==> src/rtl/lpc_uart_pkg.sv <==
// Shared types and constants for the LPC serial device UART blocks.
package lpc_uart_pkg;

  localparam int unsigned DEFAULT_CLK_DIV = 286;

  typedef enum logic [1:0] {
    PAR_NONE = 2'd0,
    PAR_ODD  = 2'd1,
    PAR_EVEN = 2'd2,
    PAR_MARK = 2'd3
  } parity_e;

  typedef enum logic [2:0] {
    TX_IDLE   = 3'd0,
    TX_START  = 3'd1,
    TX_DATA   = 3'd2,
    TX_PARITY = 3'd3,
    TX_STOP   = 3'd4
  } tx_state_e;

  // Parity bit for a frame, given the XOR-reduction of its payload.
  function automatic logic parity_bit(parity_e mode, logic data_xor);
    logic bit_v;
    case (mode)
      PAR_ODD:  bit_v = ~data_xor;
      PAR_EVEN: bit_v = data_xor;
      default:  bit_v = 1'b1;  // mark; with PAR_NONE the bit is never sent
    endcase
    return bit_v;
  endfunction

endpackage

==> src/rtl/uart_tx_fifo_if.sv <==
// Byte-write and status bundle between the LPC decoder and the UART transmitter.
interface uart_tx_fifo_if #(
  parameter int unsigned DATA_BITS  = 8,
  parameter int unsigned FIFO_DEPTH = 16
);
  localparam int unsigned LEVEL_W = $clog2(FIFO_DEPTH) + 1;

  logic [DATA_BITS-1:0] tx_data;
  logic                 tx_data_valid;
  logic [1:0]           parity_mode;
  logic                 stop2;
  logic                 UART_TX;
  logic                 tx_busy;
  logic                 tx_full;
  logic [LEVEL_W-1:0]   tx_level;
  logic                 tx_overflow;

  modport master (
    output tx_data, tx_data_valid, parity_mode, stop2,
    input  UART_TX, tx_busy, tx_full, tx_level, tx_overflow
  );

  modport slave (
    input  tx_data, tx_data_valid, parity_mode, stop2,
    output UART_TX, tx_busy, tx_full, tx_level, tx_overflow
  );
endinterface

==> src/rtl/sync_fifo.sv <==
// Single-clock FIFO with separate occupancy counter; full/empty are registered.
module sync_fifo #(
  parameter int unsigned WIDTH = 8,
  parameter int unsigned DEPTH = 16
) (
  input  logic                   clk_i,
  input  logic                   rst_i,
  input  logic                   push_i,
  input  logic [WIDTH-1:0]       data_i,
  input  logic                   pop_i,
  output logic [WIDTH-1:0]       data_o,
  output logic                   full_o,
  output logic                   empty_o,
  output logic [$clog2(DEPTH):0] level_o
);
  localparam int unsigned PTR_W   = $clog2(DEPTH);
  localparam int unsigned LEVEL_W = PTR_W + 1;

  logic [WIDTH-1:0]   mem_q [DEPTH];
  logic [PTR_W-1:0]   wr_ptr_q, wr_ptr_d;
  logic [PTR_W-1:0]   rd_ptr_q, rd_ptr_d;
  logic [LEVEL_W-1:0] count_q, count_d;
  logic               full_q, full_d;
  logic               empty_q, empty_d;
  logic               push_ok;
  logic               pop_ok;

  // Full is judged on the registered count, so a same-cycle pop never frees a slot.
  assign push_ok = push_i && !full_q;
  assign pop_ok  = pop_i && !empty_q;

  // Pointer and occupancy next-state; pointers wrap naturally at DEPTH.
  always_comb begin
    wr_ptr_d = wr_ptr_q;
    rd_ptr_d = rd_ptr_q;
    count_d  = count_q;
    if (push_ok) wr_ptr_d = wr_ptr_q + PTR_W'(1);
    if (pop_ok)  rd_ptr_d = rd_ptr_q + PTR_W'(1);
    case ({push_ok, pop_ok})
      2'b10:   count_d = count_q + LEVEL_W'(1);
      2'b01:   count_d = count_q - LEVEL_W'(1);
      default: count_d = count_q;
    endcase
    full_d  = (count_d == LEVEL_W'(DEPTH));
    empty_d = (count_d == '0);
  end

  // Control registers.
  always_ff @(posedge clk_i) begin
    if (rst_i) begin
      wr_ptr_q <= '0;
      rd_ptr_q <= '0;
      count_q  <= '0;
      full_q   <= 1'b0;
      empty_q  <= 1'b1;
    end else begin
      wr_ptr_q <= wr_ptr_d;
      rd_ptr_q <= rd_ptr_d;
      count_q  <= count_d;
      full_q   <= full_d;
      empty_q  <= empty_d;
    end
  end

  // Storage; contents are don't-care until written.
  always_ff @(posedge clk_i) begin
    if (push_ok) mem_q[wr_ptr_q] <= data_i;
  end

  assign data_o  = mem_q[rd_ptr_q];
  assign full_o  = full_q;
  assign empty_o = empty_q;
  assign level_o = count_q;

endmodule

==> src/rtl/uart_tx_fifo.sv <==
// UART transmitter fed by a FIFO: frames bytes with start, optional parity and 1/2 stop bits.
module uart_tx_fifo
  import lpc_uart_pkg::*;
#(
  parameter int unsigned DATA_BITS  = 8,
  parameter int unsigned FIFO_DEPTH = 16,
  parameter int unsigned CLK_DIV    = DEFAULT_CLK_DIV
) (
  input  logic           LPC_CLK,
  input  logic           LPC_RST,
  uart_tx_fifo_if.slave  bus
);
  localparam int unsigned DIV_W   = $clog2(CLK_DIV);
  localparam int unsigned BIT_W   = $clog2(DATA_BITS);
  localparam int unsigned LEVEL_W = $clog2(FIFO_DEPTH) + 1;
  localparam logic [DIV_W-1:0] DIV_LAST = DIV_W'(CLK_DIV - 1);
  localparam logic [BIT_W-1:0] BIT_LAST = BIT_W'(DATA_BITS - 1);

  tx_state_e            state_q, state_d;
  logic [DIV_W-1:0]     div_q, div_d;
  logic [BIT_W-1:0]     bit_q, bit_d;
  logic [DATA_BITS-1:0] shift_q, shift_d;
  logic                 par_en_q, par_en_d;
  logic                 par_bit_q, par_bit_d;
  logic                 stop2_q, stop2_d;
  logic                 line_q, line_d;
  logic                 busy_q, busy_d;
  logic                 ovf_q, ovf_d;

  logic                 fifo_pop;
  logic                 fifo_full;
  logic                 fifo_empty;
  logic [DATA_BITS-1:0] fifo_head;
  logic [LEVEL_W-1:0]   fifo_level;
  logic                 bit_end;
  parity_e              mode_in;

  assign mode_in = parity_e'(bus.parity_mode);
  assign bit_end = (div_q == DIV_LAST);

  sync_fifo #(
    .WIDTH (DATA_BITS),
    .DEPTH (FIFO_DEPTH)
  ) u_fifo (
    .clk_i   (LPC_CLK),
    .rst_i   (LPC_RST),
    .push_i  (bus.tx_data_valid),
    .data_i  (bus.tx_data),
    .pop_i   (fifo_pop),
    .data_o  (fifo_head),
    .full_o  (fifo_full),
    .empty_o (fifo_empty),
    .level_o (fifo_level)
  );

  // Frame sequencing; the line value is computed from the current state and registered.
  always_comb begin
    state_d   = state_q;
    div_d     = div_q;
    bit_d     = bit_q;
    shift_d   = shift_q;
    par_en_d  = par_en_q;
    par_bit_d = par_bit_q;
    stop2_d   = stop2_q;
    fifo_pop  = 1'b0;
    line_d    = 1'b1;
    busy_d    = (state_q != TX_IDLE) || (fifo_level != '0);
    ovf_d     = bus.tx_data_valid && fifo_full;

    if (state_q != TX_IDLE) div_d = bit_end ? '0 : div_q + DIV_W'(1);

    case (state_q)
      TX_IDLE: begin
        if (!fifo_empty) begin
          // Parity is precomputed here since the shift register is consumed during DATA.
          fifo_pop  = 1'b1;
          shift_d   = fifo_head;
          par_en_d  = (mode_in != PAR_NONE);
          par_bit_d = parity_bit(mode_in, ^fifo_head);
          stop2_d   = bus.stop2;
          div_d     = '0;
          bit_d     = '0;
          state_d   = TX_START;
        end
      end
      TX_START: begin
        line_d = 1'b0;
        if (bit_end) state_d = TX_DATA;
      end
      TX_DATA: begin
        line_d = shift_q[0];
        if (bit_end) begin
          shift_d = shift_q >> 1;
          if (bit_q == BIT_LAST) begin
            bit_d   = '0;
            state_d = par_en_q ? TX_PARITY : TX_STOP;
          end else begin
            bit_d = bit_q + BIT_W'(1);
          end
        end
      end
      TX_PARITY: begin
        line_d = par_bit_q;
        if (bit_end) state_d = TX_STOP;
      end
      TX_STOP: begin
        // bit_q counts stop bits sent so far.
        line_d = 1'b1;
        if (bit_end) begin
          if (stop2_q && (bit_q == '0)) begin
            bit_d = BIT_W'(1);
          end else begin
            bit_d   = '0;
            state_d = TX_IDLE;
          end
        end
      end
      default: state_d = TX_IDLE;
    endcase
  end

  // State and datapath registers; reset aborts any frame and forces the line idle.
  always_ff @(posedge LPC_CLK) begin
    if (LPC_RST) begin
      state_q   <= TX_IDLE;
      div_q     <= '0;
      bit_q     <= '0;
      shift_q   <= '0;
      par_en_q  <= 1'b0;
      par_bit_q <= 1'b0;
      stop2_q   <= 1'b0;
      line_q    <= 1'b1;
      busy_q    <= 1'b0;
      ovf_q     <= 1'b0;
    end else begin
      state_q   <= state_d;
      div_q     <= div_d;
      bit_q     <= bit_d;
      shift_q   <= shift_d;
      par_en_q  <= par_en_d;
      par_bit_q <= par_bit_d;
      stop2_q   <= stop2_d;
      line_q    <= line_d;
      busy_q    <= busy_d;
      ovf_q     <= ovf_d;
    end
  end

  assign bus.UART_TX     = line_q;
  assign bus.tx_busy     = busy_q;
  assign bus.tx_full     = fifo_full;
  assign bus.tx_level    = fifo_level;
  assign bus.tx_overflow = ovf_q;

endmodule
==> src/flat_wrapper.sv <==
// flat-port wrapper written by rule: the top's interface ports become plain ports
module uart_tx_fifo_flat import lpc_uart_pkg::*;
#(
  parameter int unsigned DATA_BITS  = 8,
  parameter int unsigned FIFO_DEPTH = 16,
  parameter int unsigned CLK_DIV    = DEFAULT_CLK_DIV
)
  (LPC_CLK, LPC_RST, bus_tx_data, bus_tx_data_valid, bus_parity_mode, bus_stop2, bus_UART_TX, bus_tx_busy, bus_tx_full, bus_tx_level, bus_tx_overflow);
  uart_tx_fifo_if #(.DATA_BITS(DATA_BITS), .FIFO_DEPTH(FIFO_DEPTH)) bus_i ();
  input  logic LPC_CLK;
  input  logic LPC_RST;
  input wire logic [$bits(bus_i.tx_data)-1:0] bus_tx_data;
  input wire logic [$bits(bus_i.tx_data_valid)-1:0] bus_tx_data_valid;
  input wire logic [$bits(bus_i.parity_mode)-1:0] bus_parity_mode;
  input wire logic [$bits(bus_i.stop2)-1:0] bus_stop2;
  output wire logic [$bits(bus_i.UART_TX)-1:0] bus_UART_TX;
  output wire logic [$bits(bus_i.tx_busy)-1:0] bus_tx_busy;
  output wire logic [$bits(bus_i.tx_full)-1:0] bus_tx_full;
  output wire logic [$bits(bus_i.tx_level)-1:0] bus_tx_level;
  output wire logic [$bits(bus_i.tx_overflow)-1:0] bus_tx_overflow;
  assign bus_i.tx_data = bus_tx_data;
  assign bus_i.tx_data_valid = bus_tx_data_valid;
  assign bus_i.parity_mode = bus_parity_mode;
  assign bus_i.stop2 = bus_stop2;
  assign bus_UART_TX = bus_i.UART_TX;
  assign bus_tx_busy = bus_i.tx_busy;
  assign bus_tx_full = bus_i.tx_full;
  assign bus_tx_level = bus_i.tx_level;
  assign bus_tx_overflow = bus_i.tx_overflow;
  uart_tx_fifo #(.DATA_BITS(DATA_BITS), .FIFO_DEPTH(FIFO_DEPTH), .CLK_DIV(CLK_DIV)) u_core (.LPC_CLK(LPC_CLK), .LPC_RST(LPC_RST), .bus(bus_i));
endmodule
==> config.mk <==
export PLATFORM = sky130hd
export DESIGN_NAME = uart_tx_fifo_flat
export DESIGN_NICKNAME = d
export VERILOG_FILES = /design/src/rtl/lpc_uart_pkg.sv /design/src/rtl/uart_tx_fifo_if.sv /design/src/rtl/sync_fifo.sv /design/src/rtl/uart_tx_fifo.sv /design/src/flat_wrapper.sv
export SDC_FILE = /design/constraint.sdc
export NUM_CORES = 1
export LEC_CHECK = 0
export ABC_AREA = 1
export ABC_CLOCK_PERIOD_IN_PS = 3600
export CAP_MARGIN = 20
export CORE_ASPECT_RATIO = 0.75
export CORE_UTILIZATION = 25
export DETAILED_ROUTE_END_ITERATION = 8
export GPL_TIMING_DRIVEN = 0
export PLACE_DENSITY = 0.45
export SLEW_MARGIN = 25
export SYNTH_ARGS = -nofsm -noshare
export SYNTH_HDL_FRONTEND = slang
export SYNTH_HIERARCHICAL = 1
export SYNTH_SLANG_ARGS = --single-unit
==> constraint.sdc <==
create_clock -name LPC_CLK -period 3.6 [get_ports LPC_CLK]
set_input_delay 1.08 -clock LPC_CLK [delete_from_list [all_inputs] [get_ports LPC_CLK]]
set_output_delay 1.08 -clock LPC_CLK [all_outputs]
set_load 0.02 [all_outputs]
## After elaboration in Yosys (flattened, before gate mapping)

Memory sizes are Yosys's and may differ from the RTL's. A register that Yosys moved wholly into a read port is not among the register bits.
Index checks and enable logic that the tools add are counted.

| cells by class | value |
|---|---|
| $add $sub $neg | 6 |
| $mul | 0 |
| div/mod/pow operators | 0 |
| order comparisons | 0 |
| equal/unequal tests | 18 |
| shift operators | 0 |
| multiplexer cells | 31 |
| bitwise logic cells | 2 |
| reduce and logical (&&, ||, !) cells | 20 |

Operator list:

| cell | count |
|---|---|
| two-way mux 3 bit | 12 |
| two-way mux 9 bit | 4 |
| two-way mux 8 bit | 2 |
| case mux 8 bit (2 select lines) | 1 |
| case mux 3 bit (5 select lines) | 1 |
| inequality test 2 x 1 -> 1 bit, second input constant | 5 |
| case mux 5 bit (2 select lines) | 1 |
| adder 9 x 1 -> 9 bit, second input constant | 1 |
| equality test 9 bit, second input constant | 1 |
| case mux 3 bit (3 select lines) | 1 |
| adder 4 x 1 -> 4 bit, second input constant | 2 |
| two-way mux 4 bit | 2 |
| XOR reduction 8 bit | 1 |
| AND reduction 7 bit | 1 |
| equality test 3 x 2 -> 1 bit, second input constant | 2 |
| equality test 3 bit, second input constant | 2 |
| zero test 3 bit | 2 |
| nonzero test 3 bit | 2 |
| adder 5 x 1 -> 5 bit, second input constant | 1 |
| equality test 5 bit, second input constant | 1 |
| zero test 5 bit | 1 |
| two-way mux 1 bit | 5 |
| nonzero test 5 bit | 1 |
| subtractor 5 x 1 -> 5 bit, second input constant | 1 |
| other kinds (15) | 24 |

| word-level totals | value |
|---|---|
| register bits after elaboration | 44 |
| latch bits | 0 |
| memory bits (writable) | 128 |
| bits in read-only memories | 0 |
| bits of input ports | 14 |
| output and inout bits | 9 |
| logic and storage cells | 93 |
| memories | 1 |

Memory list:

| memory | depth | width | rd ports | clocked after memory_dff | write ports | line | RTL |
|---|---|---|---|---|---|---|---|
| u_core.u_fifo.mem_q | 16 | 8 | 1 | 1 | 1 | sync_fifo.sv:19 | `logic [WIDTH-1:0] mem_q [DEPTH];` |

## Longest topological paths before layout

Gate-level depths: netlist of the first run.

| logic depth | value |
|---|---|
| depth after elaboration | 6 |
| mapped depth | 22 |
| gate-level depth less buffers | 22 |

## Cells and area by module

The synthesis of the first run kept the hierarchy.

Modules (own cells, without submodules):

| module | times used | cells each | area each (um2) | sequential area each (um2) |
|---|---|---|---|---|
| sync_fifo | 1 | 493 | 6145.9 | 4224.1 |
| uart_tx_fifo | 1 | 266 | 1716.6 | 580.6 |

## Least setup slack after synthesis of the first run

Ideal clock, no wire load.

| timing | value |
|---|---|
| path type | input -> register |
| from | input bus_tx_data_valid |
| to | register u_core.u_fifo.count_q[4], in the netlist u_core/u_fifo/level_o[4] |
| setup time | 0.111 ns |
| arrival time | 2.205 ns |
| required time | 3.489 ns |
| path slack | 1.284 ns |
| cell stages on the path | 15 |
| buffers on the path | 0 |
| cells stage by stage | nand2_4 > nand2_2 > nand2_1 > nand2_1 > inv_2 > ha_1 > inv_1 > nand2_1 > nand3_2 > o21ai_1 > nand3_1 > nand2_1 > nand2_1 > nand2_2 > inv_1 |

| on the way | value |
|---|---|
| word-level cells in the longest chain between the ends | 3 |
| elaborated cells between the ends (all ways) | 4 |
| classes of those cells | eq/ne: 2; mux: 1; reduce/logical: 1 |

Ends and longest elaborated chain:

| what | line | RTL |
|---|---|---|
| start: declaration | flat_wrapper.sv:13 | `input wire logic [$bits(bus_i.tx_data_valid)-1:0] bus_tx_data_valid;` |
| logical AND 1 bit (*) | sync_fifo.sv:29 | `assign push_ok = push_i && !full_q;` |
| equality test 2 x 1 -> 1 bit or equality test 2 bit (tied branches) | sync_fifo.sv:39 | `case ({push_ok, pop_ok})` |
| case mux 5 bit (2 select lines) (*) | sync_fifo.sv:39 |  |
| end signal: assignment | sync_fifo.sv:59 | `count_q <= count_d;` |
| end: declaration | sync_fifo.sv:22 | `logic [LEVEL_W-1:0] count_q, count_d;` |

Mark *: on every way between the ends. The rest lies on a longest branch, timed or not.
A chain may end at the register's enable or synchronous reset.

## Worst setup path after layout of the first run

| timing | value |
|---|---|
| from | register u_core.state_q[0] |
| to | register u_core.u_fifo.empty_q, in the netlist u_core/u_fifo/empty_o |

| on the way | value |
|---|---|
| word-level cells in the longest chain between the ends | 6 |
| elaborated cells between the ends (all ways) | 7 |
| classes of those cells | eq/ne: 2; mux: 2; reduce/logical: 3 |

Ends and longest elaborated chain:

| what | line | RTL |
|---|---|---|
| start: declaration | uart_tx_fifo.sv:19 | `tx_state_e state_q, state_d;` |
| start signal: assignment | uart_tx_fifo.sv:136 | `state_q <= state_d;` |
| zero test 3 bit (*) | uart_tx_fifo.sv:72 | `case (state_q)` |
| two-way mux 1 bit (*) | uart_tx_fifo.sv:72 |  |
| via u_core.fifo_pop | uart_tx_fifo.sv:30 | `logic fifo_pop;` |
| logical AND 1 bit (*) | sync_fifo.sv:30 | `assign pop_ok = pop_i && !empty_q;` |
| equality test 2 x 1 -> 1 bit or equality test 2 bit (tied branches) | sync_fifo.sv:39 |  |
| case mux 5 bit (2 select lines) (*) | sync_fifo.sv:39 |  |
| zero test 5 bit (*) | sync_fifo.sv:45 | `empty_d = (count_d == '0);` |
| end signal: assignment | sync_fifo.sv:61 | `empty_q <= empty_d;` |
| end: declaration | sync_fifo.sv:24 | `logic empty_q, empty_d;` |

The timed path passes the listed nets; every way through them passes the cells marked *.

==> impl_metrics.tcl, run 1 <==
set metrics [dict create \
    status "completed" \
    antenna_cells 0 \
    synthTopCellsByArea "edfxtp_1, dfxtp_1, nand2_1" \
    dp_cells 1179 \
    start_util 0.257 \
    nNetsFinal 828 \
    swShare 0.353 \
    dr.pass1.iters 6 \
    final_common_cell "edfxtp_1" \
    tns_ns 0 \
    cts_repair_resize_count 0 \
    syn_inst 759 \
    switchingPower_uw 2140 \
    viasPerCell 4.43 \
    cp_max_fo 10 \
    slew_viol_final 0 \
    mostFrequentLayoutCells "edfxtp_1, nand2_1, inv_1" \
    gp_congestion 0.884 \
    core-area_um2 30600 \
    num_vias 5366 \
    hold_viol 0 \
    cts_made_buffers 17 \
    clkSlewWorstSetupHoldPaths_ns 0.07 \
    cap_viol_max_count 0 \
    std_cell_rows 55 \
    whs_ns 0.448 \
    first_global_vias 5286 \
    internal_power_uw 3920 \
    setup_violations 0 \
    cts_root_buffer "clkbuf_16" \
    synth_top_area_cell "edfxtp_1" \
    leakage_uw 0.00330 \
    cp-end-kind "flop" \
    ys_warn_count 6 \
    cts_buffer_depth 2 \
    worstPathArrival_ns 3.11 \
    required_ns 3.96 \
    crit_path_start_kind "flop" \
    drc_errors 0 \
    synthToLayoutAreaGrowth_pct 16.5 \
    fin_crit_ns 2.75 \
    synth_nets 788 \
    fin_cells 1211 \
    netlist.area_leader.share 0.489 \
    synth-seq-cells 176 \
    grt_max_degree 19 \
    pwr-share-seq 0.403 \
    antenna_found_initial 0 \
    avgSynthCellArea_um2 10.4 \
    p_clk_frac 0.308 \
    ant_nets 0 \
    wl_mm 19.8 \
    synthesis.area_um2 7860 \
    comb_power_share 0.289 \
    power.total_uw 6060 \
    track_usage 0.131 \
    cts_tree "yes" \
    hold_path_class "flop to flop" \
    fin_crit_sh 0.764 \
    yosysUniqueCellTypes 37 \
    die_area_um2 32200 \
    clock_latency_ns 0.44 \
    grt_pass1_wl_mm 30.9 \
    layout-drive-gt1-share 0.0899 \
    rsz0062_at_grt "no" \
    worstMarginPinSlew_ns 0.970 \
    pwr_density_cell_nw_per_um2 662 \
    fin_skew_ns 0.0166 \
    pin_count 23 \
    dp_hpwl_mm 14.2 \
    cts_setup_buffers 0 \
    die_w_um 207 \
    relSlewSlack 0.351 \
    cts_hold_buffers 0 \
    worst_ir_drop_vdd_mv 0.368 \
    port_buffers 21 \
    overflow 0 \
    critical_path_class "flop to flop" \
    ctsHtreeMaxLevel 4 \
    drtIter0Drc 350 \
    synth_seq_area_share 0.611 \
    fmax_ghz 0.364 \
    cts_sinks 176 \
    die_y_um 156 \
    wire_per_inst_um 16.4 \
]
==> per-stage QoR <==
stage	cell area, um^2	util	setup WS (ns)
detailed placement	8570	0.281	0.432
CTS	9160	0.300	0.848
global route	9160	0.300	0.596
global placement	8570	0.281	0.457
floorplan	7860	-	1.28
finish	9160	0.300	0.851
==> layout make-up <==
| type | instances | area, um^2 |
|---|---|---|
| Fill cell | 3207 | 21400 |
| Sequential cell | 176 | 4800 |
| Multi-Input combinational cell | 454 | 2530 |
| Tap cell | 399 | 499 |
| Clock buffer | 17 | 425 |
| Inverter | 100 | 378 |
| Timing Repair Buffer | 21 | 210 |
| Clock inverter | 15 | 159 |
| Buffer | 29 | 153 |
==> Yosys cell counts, drive strengths merged <==
library cell and count:
nor3 9, o211ai 33, and3 2, inv 100, edfxtp 128, o22ai 2, nand3 32, xnor2 1
mux2i 32, o21bai 1, nand4 1, nand2 121, dfxtp 48, a211oi 2, o21ai 73, ha 15
a21oi 59, buf 15, xor2 1, o21a 1, nand3b 1, nor2 68, clkbuf 14
==> layer usage <==
metal  share of wire  vias up  GRT usage
met2            0.42      105      0.188
met1            0.52     2561      0.197
met3           0.050       10     0.0299
met5               0        -          0
met4          0.0089        0     0.0334
li1                -     2690          -
==> state kept, by name (all words and copies together), names as in the netlist, 3 cells and up, named ones only <==
signal and flops:
u_core/shift_q 8, u_core/u_fifo/wr_ptr_q 4, u_core/bit_q 3, u_core/div_q 9
u_core/u_fifo/level_o 5, u_core/u_fifo/mem_q 128, u_core/state_q 3, u_core/u_fifo/rd_ptr_q 4
==> power groups by stage <==
stage / Clock, uW / Combinational [uW] / Sequential, uW
2_1_floorplan: 0 / 1230 / 2490
3_3_place_gp: 0 / 1760 / 2490
3_5_place_dp: 0 / 1760 / 2490
4_1_cts: 1910 / 1760 / 2450
5_1_grt: 2000 / 2000 / 2460
6_report: 1870 / 1750 / 2440
==> cell families after synthesis <==
group	synth area share
AOI/OAI and AO/OA	0.123
and+or+nand+nor	0.132
xor gates and xnor gates	0.00223
muxes	0.0407
adders and majority gates	0.0239
DFF	0.611
buffers and inverters	0.0675
==> critical path, stage by stage (launching register included) <==
cell and delay (ns):
dfxtp_1 0.38, nor2_2 0.22, inv_2 0.10, nor2_4 0.18, inv_4 0.08, nor2_4 0.19
inv_1 0.10, nor2_4 0.13, buf_6 0.16, nand3_2 0.08, nand2_1 0.09, inv_2 0.04
ha_1 0.25, o21ai_0 0.21, nand2_1 0.11, nor2_2 0.12, nand3_2 0.11, o21bai_2 0.13
==> path summary, 6_finish.rpt <==
| path | startpoint | endpoint | slack [ns] | cells past startpoint |
|---|---|---|---|---|
| worst max-delay path | u_core/state_q[0] | u_core/u_fifo/empty_o | 0.85 | 17 |
| worst min-delay path | u_core/shift_q[3] | u_core/shift_q[3] | 0.45 | 2 |
| worst max register to register | u_core/state_q[0] | u_core/u_fifo/empty_o | 0.85 | 17 |
| worst min register to register | u_core/shift_q[3] | u_core/shift_q[3] | 0.45 | 2 |
(Power assumes the default switching activity.)
==> run 2: changes to the inputs <==
Settings changed: ABC_CLOCK_PERIOD_IN_PS 3600 to 2700.
Clock period 3.6 ns to 2.7 ns, I/O delays scaled along.
==> impl_metrics.tcl, run 2 (synthesized netlist as in run 1, its figures left out) <==
set metrics [dict create \
    synthToLayoutAreaGrowth_pct 17.3 \
    grtUsageMet3 0.0299 \
    grt_max_degree 19 \
    hold_depth 2 \
    reg_top3 "u_core/u_fifo/mem_q: 128 flops, u_core/div_q: 9 flops, u_core/shift_q: 8 flops" \
    critical_path_depth 21 \
    nNetsFinal 830 \
    cp_common_cell "nor2_4" \
    dr.pass1.iters 5 \
    largest_reg_flops 128 \
    required_ns 3.06 \
    cts_hold_buffers 0 \
    antenna_found_initial 0 \
    regArea_um2 4800 \
    critical_path_class "flop to flop" \
    cts_made_buffers 17 \
    reg2reg_depth 21 \
    drtIter0Drc 359 \
    leakage_uw 0.00334 \
    final_common_cell "edfxtp_1" \
    ant_nets 0 \
    dpl_cell_area_um2 8570 \
    pin_count 23 \
    worstMarginPinSlew_ns 0.974 \
    crit_family "simple AND/OR/NAND/NOR gates" \
    use_met1 0.197 \
    num_vias 5365 \
    grt_pass1_wl_mm 31.0 \
    crit_path_start_kind "flop" \
    whs_ns 0.449 \
    layout-drive-gt1-share 0.104 \
    die_area_um2 32200 \
    relSlewSlack 0.348 \
    fin_crit_ns 2.48 \
    pwr_density_cell_nw_per_um2 883 \
    wire_per_inst_um 16.3 \
    cts_sinks 176 \
    start_util 0.257 \
    fin_skew_ns 0.0153 \
    slew_viol_final 0 \
    crit_path_cell_trace "nor2_4, inv_2, nor2_4, inv_4, nor2_4, inv_1, nor2_4, buf_6, nand3_2, nand2_1, inv_2, ha_1, inv_1, nand2_1, inv_1, nand2_1, nand3_1, o21ai_1, nor2_2, nand3_2, o21bai_2" \
    track_usage 0.131 \
    ctsHtreeMaxLevel 4 \
    worstPathArrival_ns 2.84 \
    cts_root_buffer "clkbuf_16" \
    dp_hpwl_mm 14.2 \
    cts_buffer_depth 2 \
    hold_path_class "flop to flop" \
    tns_ns 0 \
    clkSlewWorstSetupHoldPaths_ns 0.07 \
    rsz0062_at_grt "yes" \
    viasPerCell 4.42 \
    setup_violations 0 \
    multi_input_area_um2 2550 \
    first_global_vias 5289 \
    worst_ir_drop_vdd_mv 0.491 \
    status "completed" \
    n_fill_cell 3204 \
    mostFrequentLayoutCells "edfxtp_1, nand2_1, inv_1" \
    hold_viol 0 \
    top_register "u_core/u_fifo/mem_q" \
    std_cell_rows 55 \
    crit_path_max_incr_delay_ns 0.39 \
    fmax_ghz 0.403 \
    drc_errors 0 \
    wl_mm 19.8 \
    cap_viol_max_count 0 \
    r2r_slack_ns 0.22 \
    port_buffers 21 \
    cp_max_fo 10 \
    clock_latency_ns 0.44 \
    cts_tree "yes" \
    gp_congestion 0.884 \
    cp-end-kind "flop" \
    core-area_um2 30600 \
    die_y_um 156 \
    cpMaxStageDelayCell "dfxtp_1" \
    crit_buf_inv 7 \
    grt-busiest-layer "met1" \
    grtUsageMet2 0.188 \
    fin_crit_sh 0.919 \
    die_w_um 207 \
    final_area_um2 9220 \
    overflow 0 \
]
## run 2: cell count changes in the layout (fill, tap and decap cells not counted), sizes merged
cell,delta
buf,-3
diode,+1
clkbuf,+5
## run 2: power breakdown
part           total, uW  internal (uW)  switching (uW)  leakage [uW]
Sequential          3260           3110             154       0.00155
Combinational       2400            851            1550       0.00150
Clock               2480           1320            1170      0.000292
Total               8140           5280            2860       0.00334
## run 2: metrics by stage
| stage | std cells | util | worst slack [ns] | total power, uW |
|---|---|---|---|---|
| global placement | 1179 | 0.281 | -0.173 | 5660 |
| detailed placement | 1179 | 0.281 | -0.198 | 5660 |
| finish | 1214 | 0.302 | 0.218 | 8140 |
| CTS | 1211 | 0.300 | 0.0626 | 8170 |
| floorplan | 759 | - | 0.410 | 4960 |
| global route | 1213 | 0.302 | -0.00847 | 8680 |
## run 2: what timing repair did
item,in CTS,in global routing
endpoints found under the hold margin,0,0
resized for setup,2,27
setup buffers,0,2
pin swaps,0,7
endpoints found under the setup margin,2,5
## run 2: worst reg2reg max path, cell delays in order (launching register included)
cell and delay, ns:
dfxtp_1 0.39, nor2_4 0.13, inv_2 0.07, nor2_4 0.20
inv_4 0.08, nor2_4 0.11, inv_1 0.07, nor2_4 0.12
buf_6 0.16, nand3_2 0.08, nand2_1 0.09, inv_2 0.04
ha_1 0.16, inv_1 0.04, nand2_1 0.07, inv_1 0.06
nand2_1 0.05, nand3_1 0.06, o21ai_1 0.10, nor2_2 0.10
nand3_2 0.11, o21bai_2 0.14
## run 2: cell type report
class,instances,share of cell area
clock inverter,15,0.0172
timing repair buffer,23,0.0244
tap,399,0.0541
antenna,1,0.000271
sequential,176,0.521
inverter,100,0.0410
multi-input combinational,454,0.276
buffer,29,0.0199
clock buffer,17,0.0461
## run 2: worst paths after layout
| kind | start | to |
|---|---|---|
| worst max-delay path | u_core/state_q[0] | u_core/u_fifo/empty_o |
| worst min-delay path | u_core/shift_q[3] | u_core/shift_q[3] |
| worst max register to register | u_core/state_q[0] | u_core/u_fifo/empty_o |
| worst min register to register | u_core/shift_q[3] | u_core/shift_q[3] |
## run 2: layer usage
| metal | share of wire | wire (um) | vias up |
|---|---|---|---|
| met5 | 0 | 0 | - |
| met4 | 0.0094 | 187 | 0 |
| met3 | 0.052 | 1030 | 11 |
| met2 | 0.42 | 8350 | 104 |
| met1 | 0.52 | 10300 | 2551 |
| li1 | - | - | 2699 |
==> run 3: changes to the inputs <==
Settings changed: ABC_CLOCK_PERIOD_IN_PS 2700 to 2050, PLACE_DENSITY 0.45 to 0.46, SYNTH_HIERARCHICAL 1 to unset.
Clock period 2.7 ns to 2.05 ns, I/O delays scaled along.
==> impl_metrics.tcl, run 3 <==
set metrics [dict create \
    track_usage 0.138 \
    dpl_worst_slack_ns -0.878 \
    dp_cells 1265 \
    multi_input_area_um2 2940 \
    grt_max_degree 18 \
    clock_latency_ns 0.43 \
    critical_path_class "flop to flop" \
    grt_pass1_wl_mm 33.3 \
    synthesis.area_um2 7950 \
    worst_slack_ns -0.0236 \
    start_util 0.255 \
    gp_congestion 0.804 \
    top_register "u_core.u_fifo.mem_q" \
    drtIter0Drc 392 \
    whs_ns 0.466 \
    n_fill_cell 3232 \
    overflow 0 \
    cts_root_buffer "clkbuf_16" \
    ctsHtreeMaxLevel 4 \
    worst_ir_drop_vdd_mv 0.571 \
    synth_common_cells "nand2_1, edfxtp_1, inv_1" \
    drc_errors 0 \
    wl_mm 22.4 \
    ys_async_sr_fraction 0 \
    layout-drive-gt1-share 0.201 \
    ys_warn_count 0 \
    fin_cells 1316 \
    tns_ns -0.0236 \
    synth_seq_area_share 0.604 \
    yosysUniqueCellTypes 40 \
    hold_viol 0 \
    largest_reg_flops 128 \
    worstMarginPinSlew_ns 0.833 \
    wire_per_inst_um 17.0 \
    violations "setup timing" \
    synth-seq-cells 176 \
    cts_buffer_depth 2 \
    cts_tree "yes" \
    pin_count 23 \
    cts_sinks 176 \
    leakage_uw 0.00385 \
    dp_hpwl_mm 14.5 \
    dr.pass1.iters 5 \
    die_area_um2 32500 \
    std_cell_rows 56 \
    cap_viol_max_count 0 \
    syn_inst 838 \
    setup_violations 1 \
    port_buffers 21 \
    hold_path_class "flop to flop" \
    first_global_vias 5439 \
    slew_viol_final 0 \
    fmax_ghz 0.482 \
    power.total_uw 13400 \
    rsz0062_at_grt "yes" \
    mostFrequentLayoutCells "nand2_1, edfxtp_1, inv_1" \
    fin_crit_sh 1.01 \
    viasPerCell 4.50 \
    avgSynthCellArea_um2 9.49 \
    worstPathArrival_ns 2.40 \
    post-synth-top-count-cell "nand2_1" \
    status "complete, but fails checks" \
    fin_crit_ns 2.07 \
    clkSlewWorstSetupHoldPaths_ns 0.07 \
    crit_path_start_kind "flop" \
    relSlewSlack 0.443 \
    cts_hold_buffers 0 \
    synthToLayoutAreaGrowth_pct 24.9 \
    cp_max_fo 8 \
    die_y_um 156 \
    netlist.area_leader.share 0.483 \
    cts_made_buffers 17 \
    nNetsFinal 927 \
    required_ns 2.38 \
    reg_top3 "u_core.u_fifo.mem_q: 128 flops, u_core.div_q: 9 flops, u_core.shift_q: 8 flops" \
    cp-end-kind "flop" \
    fin_skew_ns 0.00951 \
    synth_edf_count 128 \
    num_vias 5918 \
    die_w_um 208 \
    synth_top_area_cell "edfxtp_1" \
    core-area_um2 31300 \
    ant_nets 0 \
    synth_nets 867 \
    synthTopCellsByArea "edfxtp_1, dfxtp_1, nand2_1" \
    final_common_cell "nand2_1" \
    antenna_cells 0 \
    synth_top_flop_cell "edfxtp_1" \
    pwr_density_cell_nw_per_um2 1350 \
    antenna_found_initial 0 \
    regArea_um2 4810 \
]
run 3: changes by cell type after synthesis, sizes merged, moves of 10 or more:
cell | previous run | this run
nand2 | 121 | 227
nand3 | 32 | 85
o21ai | 73 | 34
mux2i | 32 | 0
a21oi | 59 | 33
o211ai | 33 | 9
nor2 | 68 | 80
buf | 15 | 25
run 3: worst paths after layout:
| kind | from | to | slack [ns] | depth (start not counted) |
|---|---|---|---|---|
| max | flop | u_core.par_bit_q | -0.02 | 18 |
| min | u_core.shift_q[7] | u_core.shift_q[7] | 0.47 | 2 |
| max reg2reg | flop | u_core.par_bit_q | -0.02 | 18 |
| min reg2reg | u_core.shift_q[7] | u_core.shift_q[7] | 0.47 | 2 |
run 3: cells by family after synthesis:
kind of cell	after synthesis	synth area share
adders and majority gates	15	0.0236
buffers and inverters	134	0.0722
xor gates and xnor gates	8	0.00975
DFF	176	0.604
AOI/OAI and AO/OA	93	0.0681
and+or+nand+nor	412	0.222
run 3: per-stage QoR:
stage | cell area, um^2 | utilization
finish | 9940 | 0.318
global route | 9940 | 0.318
CTS | 9400 | 0.301
detailed placement | 8700 | 0.278
global placement | 8700 | 0.278
floorplan | 7980 | -
run 3: final cells by class:
| type | instances | area share |
|---|---|---|
| Clock buffer | 17 | 0.0428 |
| Sequential cell | 176 | 0.484 |
| Clock inverter | 14 | 0.0150 |
| Buffer | 32 | 0.0278 |
| Timing Repair Buffer | 41 | 0.0424 |
| Multi-Input combinational cell | 528 | 0.296 |
| Tap cell | 406 | 0.0511 |
| Inverter | 102 | 0.0405 |
run 3: routing by layer:
metal,vias to the layer above,share of wire,global-route usage
met3,18,0.058,0.0245
met5,-,0,0
li1,2898,-,-
met1,2841,0.51,0.206
met4,0,0.012,0.0367
met2,161,0.42,0.204
run 3: critical path, stage by stage, from the launching register on:
cell,delay (ns)
dfxtp_2,0.34
buf_6,0.13
inv_8,0.05
buf_12,0.15
buf_12,0.14
nand2_2,0.05
nand2_1,0.05
nand2_1,0.06
nand3_2,0.13
nand3_2,0.14
nand2_4,0.07
xnor2_2,0.17
nor2_1,0.07
nor2_2,0.13
nand2_1,0.06
nand3_1,0.06
nand3_1,0.07
nand2_1,0.06
inv_1,0.03
run 3: timing repair:
| item | in CTS | in global routing |
|---|---|---|
| resized for setup | 39 | 97 |
| pin swaps | 4 | 32 |
| setup endpoints to repair | 148 | 38 |
| gates cloned | 0 | 5 |
| buffers inserted | 5 | 10 |
| endpoints found under the hold margin | 0 | 0 |
run 3: power breakdown:
part,total [uW],internal (uW),switching [uW]
logic,5880,2200,3680
registers,4360,4120,244
clock network,3200,1710,1480
total,13400,8030,5410
